==> src/rtl/sl_receiver.sv <==
// sl_receiver: SL-link receive stage on the SL0/SL1 pair.
// Decodes LSB-first words of BQ (8..32, even) bits followed by one odd-parity
// symbol, and presents rxdata/status/config on a 32-bit register port.
// Optional build macro: SL_RX_FILTER_EN adds a 3-sample majority filter per line.
// Config layout: [0] IRQM, [6:1] BQ, [10:8] FQ. Status layout: [0] RIP,
// [8] DR, [9] PE, [10] LE, [11] TO, [12] OVR.
module sl_receiver #(
  parameter int SYNC_STAGES = 2,
  parameter int TO_MULT     = 4
) (
  input  logic        clk,
  input  logic        rst_n,
  input  logic        SL0,
  input  logic        SL1,
  input  logic [31:0] d_in,
  input  logic        addr,
  input  logic        wr_en,
  output logic [31:0] d_out,
  output logic        irq
);

  typedef enum logic [2:0] {
    WAIT_IDLE = 3'd0,
    IDLE      = 3'd1,
    SYMBOL    = 3'd2,
    GAP       = 3'd3,
    STOP      = 3'd4
  } state_t;

  localparam logic [1:0] LN_IDLE = 2'b11;
  localparam logic [1:0] LN_ZERO = 2'b10;
  localparam logic [1:0] LN_ONE  = 2'b01;
  localparam logic [1:0] LN_STOP = 2'b00;

  // Odd-parity check over data bits [bq-1:0] plus the parity symbol at [bq].
  function automatic logic parity_ok(input logic [32:0] sh, input logic [5:0] bq);
    logic p;
    p = 1'b0;
    for (int i = 0; i < 33; i++) begin
      if (i <= int'(bq)) p = p ^ sh[i];
    end
    return p;
  endfunction

  // Keep only the BQ data bits, zero above.
  function automatic logic [31:0] data_of(input logic [32:0] sh, input logic [5:0] bq);
    logic [31:0] d;
    d = 32'd0;
    for (int i = 0; i < 32; i++) begin
      if (i < int'(bq)) d[i] = sh[i];
    end
    return d;
  endfunction

  function automatic logic maj3(input logic [2:0] v);
    return (v[0] & v[1]) | (v[0] & v[2]) | (v[1] & v[2]);
  endfunction

  // Synchronisers reset to 0 so the FSM sees "stop" (not idle) right after
  // reset and cannot mistake the middle of a frame for a line-idle condition.
  logic [SYNC_STAGES-1:0] sync0_q, sync1_q;
  logic                   s0, s1;

  // Bring the asynchronous SL lines into the clk domain.
  always_ff @(posedge clk or negedge rst_n) begin
    if (!rst_n) begin
      sync0_q <= '0;
      sync1_q <= '0;
    end else begin
      sync0_q <= {sync0_q[SYNC_STAGES-2:0], SL0};
      sync1_q <= {sync1_q[SYNC_STAGES-2:0], SL1};
    end
  end

`ifdef SL_RX_FILTER_EN
  logic [2:0] filt0_q, filt1_q;

  // Three-sample history per line; a single-clock pulse never wins the vote.
  always_ff @(posedge clk or negedge rst_n) begin
    if (!rst_n) begin
      filt0_q <= 3'b000;
      filt1_q <= 3'b000;
    end else begin
      filt0_q <= {filt0_q[1:0], sync0_q[SYNC_STAGES-1]};
      filt1_q <= {filt1_q[1:0], sync1_q[SYNC_STAGES-1]};
    end
  end

  assign s0 = maj3(filt0_q);
  assign s1 = maj3(filt1_q);
`else
  assign s0 = sync0_q[SYNC_STAGES-1];
  assign s1 = sync1_q[SYNC_STAGES-1];
`endif

  state_t      state_q;
  logic [10:0] cfg_q;
  logic [1:0]  ln_q, sym_q;
  logic [15:0] tmr_q;
  logic [32:0] shift_q;
  logic [5:0]  n_q;
  logic [31:0] rxdata_q;
  logic        dr_q, pe_q, le_q, to_q, ovr_q;

  logic [1:0]  line;
  logic [5:0]  bq;
  logic [2:0]  fq;
  logic [5:0]  hb;
  logic [15:0] limit;
  logic        active, tmo, bit_s, reg_wr, cfg_ok;
  logic [15:0] status;
  logic        unused_d_in;

  assign line   = {s1, s0};
  assign bq     = cfg_q[6:1];
  assign fq     = cfg_q[10:8];
  assign bit_s  = (line == LN_ONE);
  assign active = (state_q == SYMBOL) || (state_q == GAP) || (state_q == STOP);
  assign reg_wr = wr_en && !addr;
  assign limit  = 16'(TO_MULT) * {10'd0, hb};
  assign tmo    = active && (line == ln_q) && (tmr_q == limit - 16'd1);
  assign cfg_ok = reg_wr && !d_in[1] && (d_in[6:1] >= 6'd8) && (d_in[6:1] <= 6'd32) &&
                  ((state_q == IDLE) || (state_q == WAIT_IDLE));
  assign status = {3'b000, ovr_q, to_q, le_q, pe_q, dr_q, 7'd0, active};
  assign irq    = cfg_q[0] & (|status[12:8]);
  assign unused_d_in = ^{d_in[31:29], d_in[23:16], d_in[15:11]};

  // Half-bit length in clocks selected by FQ.
  always_comb begin
    case (fq)
      3'd0:    hb = 6'd2;
      3'd1:    hb = 6'd4;
      3'd2:    hb = 6'd8;
      3'd3:    hb = 6'd16;
      3'd4:    hb = 6'd32;
      default: hb = 6'd2;
    endcase
  end

  // Config register; the whole write is dropped unless BQ is legal and no frame is active.
  always_ff @(posedge clk or negedge rst_n) begin
    if (!rst_n) begin
      cfg_q <= 11'h210;
    end else if (cfg_ok) begin
      cfg_q <= d_in[10:0];
    end
  end

  // Frame FSM with phase timer, status flags and rxdata; flag sets override same-cycle clears.
  always_ff @(posedge clk or negedge rst_n) begin
    if (!rst_n) begin
      state_q  <= WAIT_IDLE;
      ln_q     <= LN_STOP;
      sym_q    <= LN_IDLE;
      tmr_q    <= 16'd0;
      shift_q  <= 33'd0;
      n_q      <= 6'd0;
      rxdata_q <= 32'd0;
      dr_q     <= 1'b0;
      pe_q     <= 1'b0;
      le_q     <= 1'b0;
      to_q     <= 1'b0;
      ovr_q    <= 1'b0;
    end else begin
      ln_q <= line;
      if (!active || (line != ln_q)) tmr_q <= 16'd0;
      else                           tmr_q <= tmr_q + 16'd1;
      if (reg_wr) begin
        if (!d_in[24]) dr_q  <= 1'b0;
        if (!d_in[25]) pe_q  <= 1'b0;
        if (!d_in[26]) le_q  <= 1'b0;
        if (!d_in[27]) to_q  <= 1'b0;
        if (!d_in[28]) ovr_q <= 1'b0;
      end
      case (state_q)
        WAIT_IDLE: begin
          if (line == LN_IDLE) state_q <= IDLE;
        end
        IDLE: begin
          if ((line == LN_ZERO) || (line == LN_ONE)) begin
            state_q <= SYMBOL;
            sym_q   <= line;
            shift_q <= {32'd0, bit_s};
            n_q     <= 6'd1;
          end else if (line == LN_STOP) begin
            state_q <= WAIT_IDLE;
          end
        end
        SYMBOL: begin
          if (line == LN_IDLE) begin
            state_q <= GAP;
          end else if (line != sym_q) begin
            le_q    <= 1'b1;
            state_q <= WAIT_IDLE;
          end else if (tmo) begin
            to_q    <= 1'b1;
            state_q <= WAIT_IDLE;
          end
        end
        GAP: begin
          if ((line == LN_ZERO) || (line == LN_ONE)) begin
            if (n_q > bq) begin
              le_q    <= 1'b1;
              state_q <= WAIT_IDLE;
            end else begin
              shift_q[n_q] <= bit_s;
              n_q          <= n_q + 6'd1;
              sym_q        <= line;
              state_q      <= SYMBOL;
            end
          end else if (line == LN_STOP) begin
            state_q <= STOP;
          end else if (tmo) begin
            to_q    <= 1'b1;
            state_q <= WAIT_IDLE;
          end
        end
        STOP: begin
          if (line == LN_IDLE) begin
            state_q <= IDLE;
            if (n_q != (bq + 6'd1)) begin
              le_q <= 1'b1;
            end else if (!parity_ok(shift_q, bq)) begin
              pe_q <= 1'b1;
            end else begin
              rxdata_q <= data_of(shift_q, bq);
              dr_q     <= 1'b1;
              if (dr_q) ovr_q <= 1'b1;
            end
          end else if (line != LN_STOP) begin
            le_q    <= 1'b1;
            state_q <= WAIT_IDLE;
          end else if (tmo) begin
            to_q    <= 1'b1;
            state_q <= WAIT_IDLE;
          end
        end
        default: state_q <= WAIT_IDLE;
      endcase
    end
  end

  // Register read mux.
  always_comb begin
    if (addr) d_out = rxdata_q;
    else      d_out = {status, 5'd0, cfg_q};
  end

endmodule

==> config.mk <==
export PLATFORM = sky130hd
export DESIGN_NAME = sl_receiver
export DESIGN_NICKNAME = d
export VERILOG_FILES = /design/src/rtl/sl_receiver.sv
export SDC_FILE = /design/constraint.sdc
export NUM_CORES = 1
export LEC_CHECK = 0
export BUFFER_PORTS_ARGS = -buffer_cell sky130_fd_sc_hd__buf_4
export CORE_ASPECT_RATIO = 0.75
export CORE_UTILIZATION = 60
export DETAILED_ROUTE_END_ITERATION = 8
export PLACE_DENSITY_LB_ADDON = 0.3
export SLEW_MARGIN = 15
export SYNTH_ARGS = -nofsm -noshare
export SYNTH_HDL_FRONTEND = slang
export SYNTH_SLANG_ARGS = --single-unit
==> constraint.sdc <==
create_clock -name clk -period 9.7 [get_ports clk]
set_input_delay 1.94 -clock clk [delete_from_list [all_inputs] [get_ports clk]]
set_output_delay 1.94 -clock clk [all_outputs]
set_load 0.05 [all_outputs]
* After elaboration in Yosys (flattened, before gate mapping)
Index checks and enable logic that the tools add are counted.
Word-level totals: flip-flop bits (word level) 114, input bits 38, output and inout bits 33, word-level logic and storage cells 399
Cells by class: add/subtract/negate cells 4, $lt $le $gt $ge 69, eq/ne operators 21, mux-type cells 232, bitwise logic cells 34, reduce and logical (&&, ||, !) cells 24
Operators by type and width (count):
- $mux W1 | 201
- $mux W33 | 3
- $le A5 B6 Y1 const A | 16
- $lt A5 B6 Y1 const A | 16
- $pmux W33 S2 | 1
- $le A4 B6 Y1 const A | 8
- $lt A4 B6 Y1 const A | 8
- $bwmux W33 | 1
- $mux W32 | 1
- $xor A1 B1 Y1 | 32
- $mux W3 | 10
- $le A3 B6 Y1 const A | 4
- $lt A3 B6 Y1 const A | 4
- $pmux W6 S4 | 1
- $mux W6 | 3
- $add A16 B1 Y16 const B | 1
- $eq A16 B16 Y1 | 1
- $mux W16 | 1
- $pmux W3 S5 | 1
- $add A6 B1 Y6 const B | 2
- $eq A3 B2 Y1 const B | 4
- $le A2 B6 Y1 const A | 2
- $lt A1 B6 Y1 const A | 2
- $lt A2 B6 Y1 const A | 2
- 34 further kinds | 59

* Depth between registers and ports, before layout
depth after elaboration 169, gate-level depth with buffers 13, depth with buffers taken out 11

* Worst setup path before layout
Ideal clock, no wire load.
path type input port to output port, from in addr, to out d_out[3], arrival time 3.217 ns, data required time 7.760 ns, setup slack 4.543 ns, stages on the path 2, path buffers 1, cells stage by stage clkbuf_1 -> o21ai_0
Between the ends: longest elaborated chain between the ends 1
RTL lines:
- from (decl) | line 16 | input logic addr,
- $mux W32 | line 245 | if (addr) d_out = rxdata_q;
- to (decl) | line 18 | output logic [31:0] d_out,
No other way between the ends.

* Final worst setup path
from in addr, to out d_out[0]
Same word-level chain as after synthesis.

==> flow_summary_export.csv <==
group,metric,value,unit
clocking,h-tree-depth,4,
synth,synth_edf_count,0,
clocking,cts.sinks,114,
global_routing,grt_pass1_wl,29300,um
synth,synth.distinct_cells,65,
critical_path,worst_r2r_path_depth,9,
timing,finalCritPeriodShare,49.4,%
critical_path,cp-endpoint,"d_out[0]",
cells_and_area,syn_to_final_growth,14.4,%
hold_path,hold_class,"register to register",
timing,setup_ws,4910,ps
flow_run,max_cap_viol_count,0,
timing,setup_viol,0,
run_status,status,"finished, final reports clean",
critical_path,reg2reg_slack,5430,ps
placed_design,dp.final_hpwl,12900,um
routing,firstDrtPassIters,8,
floorplanning,die_area,12100,um2
cells_and_area,mostFrequentLayoutCell,"dfrtp_1",
synth,synth_seq_cells,114,
floorplanning,start_util,62.6,%
routing,antenna_left,0,
placed_design,place_ws,4910,ps
cells_and_area,diodes,0,
clocking,insertion_delay,420,ps
cells_and_area,mostFrequentLayoutCells,"dfrtp_1 (110), nor2_1 (103), nand2_1 (69)",
critical_path,arrival,2850,ps
critical_path,setup.worst_path.class,"input pin to output pin",
clocking,cts_max_path_buffers,2,
timing,rsz0062_at_grt,"no",
timing,tightest_slew,1100,ps
timing,slew-limit-headroom,26.5,%
timing,fmax,209,MHz
cells_and_area,fill_cells,837,
critical_path,cp_max_fo,41,
pwr,vdd_drop_max,138,uV
global_routing,track_usage,32.5,%
floorplanning,fp.coreArea,11100,um2
synth,syn_area,6980,um2
synth,synthCells,754,
routing,vias_per_cell,6.13,
critical_path,critPathLaunchType,"input pin",
cells_and_area,nets,843,
placed_design,post_dp_cell_area,7370,um2
pwr,p_per_area,210,nW/um2
synth,synth_area_per_cell,9.26,um2
routing,vias,5790,
timing,period_needed,4790,ps
routing,drc,0,
clocking,cts_resized,0,
global_routing,grt_max_degree,59,
global_routing,grt.overflow.total,0,
floorplanning,core.rowCount,33,
floorplanning,num_io_pins,71,
clocking,cts-root-buf,"clkbuf_16",
critical_path,worstSetupEndpointType,"output pin",
critical_path,worstReg2RegEnd,"rxdata_q[4]$_DFFE_PN0P_",
synth,synth_warnings,0,
clocking,clkTransAtPathRegs,60,ps
timing,drv_slew,0,
clocking,cts_buffers,17,
routing,drtIter0Drc,589,
clocking,cts_hold_buffers,0,
synth,async_reset_ff_share,100,%
clocking,cts_tree,"built",
cells_and_area,design_area,7990,um2
critical_path,r2r-start,"cfg_q[6]$_DFFE_PN0P_",
timing,skew,10.6,ps
synth,synth_ff_type,"dfrtp_1",
routing,drt-total-wl,18600,um
floorplanning,die-height,95.4,um
pwr,p_leak,3.64,nW
timing,hold_viol,0,
synth,synth_seq_area_share,40.9,%
routing,wire_per_inst,19.7,um
synth,synth_fp_nets,806,
critical_path,crit_start,"addr",
cells_and_area,drive_gt1_share,18.2,%
global_routing,grt_pass1_vias,5374,
placed_design,place_congestion,0.933,
floorplanning,die_w,127,um
placed_design,io_buffer_count,54,
global_routing,antenna_found_initial,0,
timing,fin_setup_tns,0,ps
critical_path,cp.required,7760,ps
clocking,cts_setup_buffers,0,
synth_stat cells (22+ instances only):
cell / n / area (um2)
mux2_2: 27 / 304
a21oi_1: 37 / 185
inv_1: 25 / 93.8
mux2i_1: 38 / 380
o21ai_0: 56 / 280
nand3_1: 25 / 125
clkbuf_1: 22 / 82.6
xnor2_1: 28 / 245
dfrtp_1: 110 / 2750
nand2_1: 69 / 259
nor2_1: 103 / 387
xor2_1: 23 / 201
worst min-delay path by stage:
| stage | startpoint | to | depth (start not counted) | slack, ps |
|---|---|---|---|---|
| CTS | sync0_q[0]$_DFF_PN0_ | sync0_q[1]$_DFF_PN0_ | 0 | 350 |
| finish | sync1_q[0]$_DFF_PN0_ | sync1_q[1]$_DFF_PN0_ | 0 | 350 |
| global placement | sync1_q[0]$_DFF_PN0_ | sync1_q[1]$_DFF_PN0_ | 0 | 330 |
| detailed placement | sync0_q[0]$_DFF_PN0_ | sync0_q[1]$_DFF_PN0_ | 0 | 340 |
| floorplan | sync0_q[0]$_DFF_PN0_ | sync0_q[1]$_DFF_PN0_ | 0 | 330 |
| global route | sync1_q[0]$_DFF_PN0_ | sync1_q[1]$_DFF_PN0_ | 0 | 360 |
per-stage QoR:
step | util [%] | cells | power [W] | hold slack (ps)
floorplan | - | 754 | 0.000903 | 331
global placement | 66.1 | 912 | 0.00100 | 333
detailed placement | 66.1 | 912 | 0.00102 | 336
CTS | 71.7 | 944 | 0.00167 | 349
global route | 71.7 | 944 | 0.00175 | 363
finish | 71.7 | 944 | 0.00168 | 347
worst max-delay path, stage by stage:
cell,delay (ps)
buf_4,310
mux2_2,390
buf_4,190
registers in the layout, summed over array words and instances, names as in the netlist, 3 cells and up:
name	flops
cfg_q	11
shift_q	33
n_q	6
tmr_q	16
state_q	3
rxdata_q	32
area by class of cell:
class                   count  area [um2]  area share (%)
multi-input cells         576        3820            47.8
inverters                  26        97.6            1.22
clock inverters            14         179            2.24
repair buffers             56         420            5.26
flip-flops and latches    114        2860            35.8
well taps                 140         175            2.19
clock buffers              18         439            5.50
report_power, final:
part           total [W]  leakage (nW)  switching, W  internal [W]
logic           0.000415          1.81      0.000252      0.000163
clock network   0.000650         0.294      0.000237      0.000413
registers       0.000612          1.54      0.000101      0.000511
metal layers:
layer	vias to the layer above	routed length, um	global-route usage [%]
li1	2682	-	-
met1	2802	8580	47.6
met2	274	7950	47.6
met3	32	1700	7.46
met4	0	342	10.6
met5	-	0	0
cells by family (layout without fill, tap and decap cells):
group | after synthesis | after routing | share of synthesized area (%)
AOI/OAI and AO/OA | 149 | 149 | 13.0
xor gates and xnor gates | 54 | 54 | 7.27
adders and majority gates | 15 | 15 | 2.67
buffers and inverters | 64 | 114 | 4.42
DFF | 114 | 114 | 40.9
muxes | 81 | 81 | 13.2
and+or+nand+nor | 277 | 277 | 18.5
(Power assumes the default switching activity.)
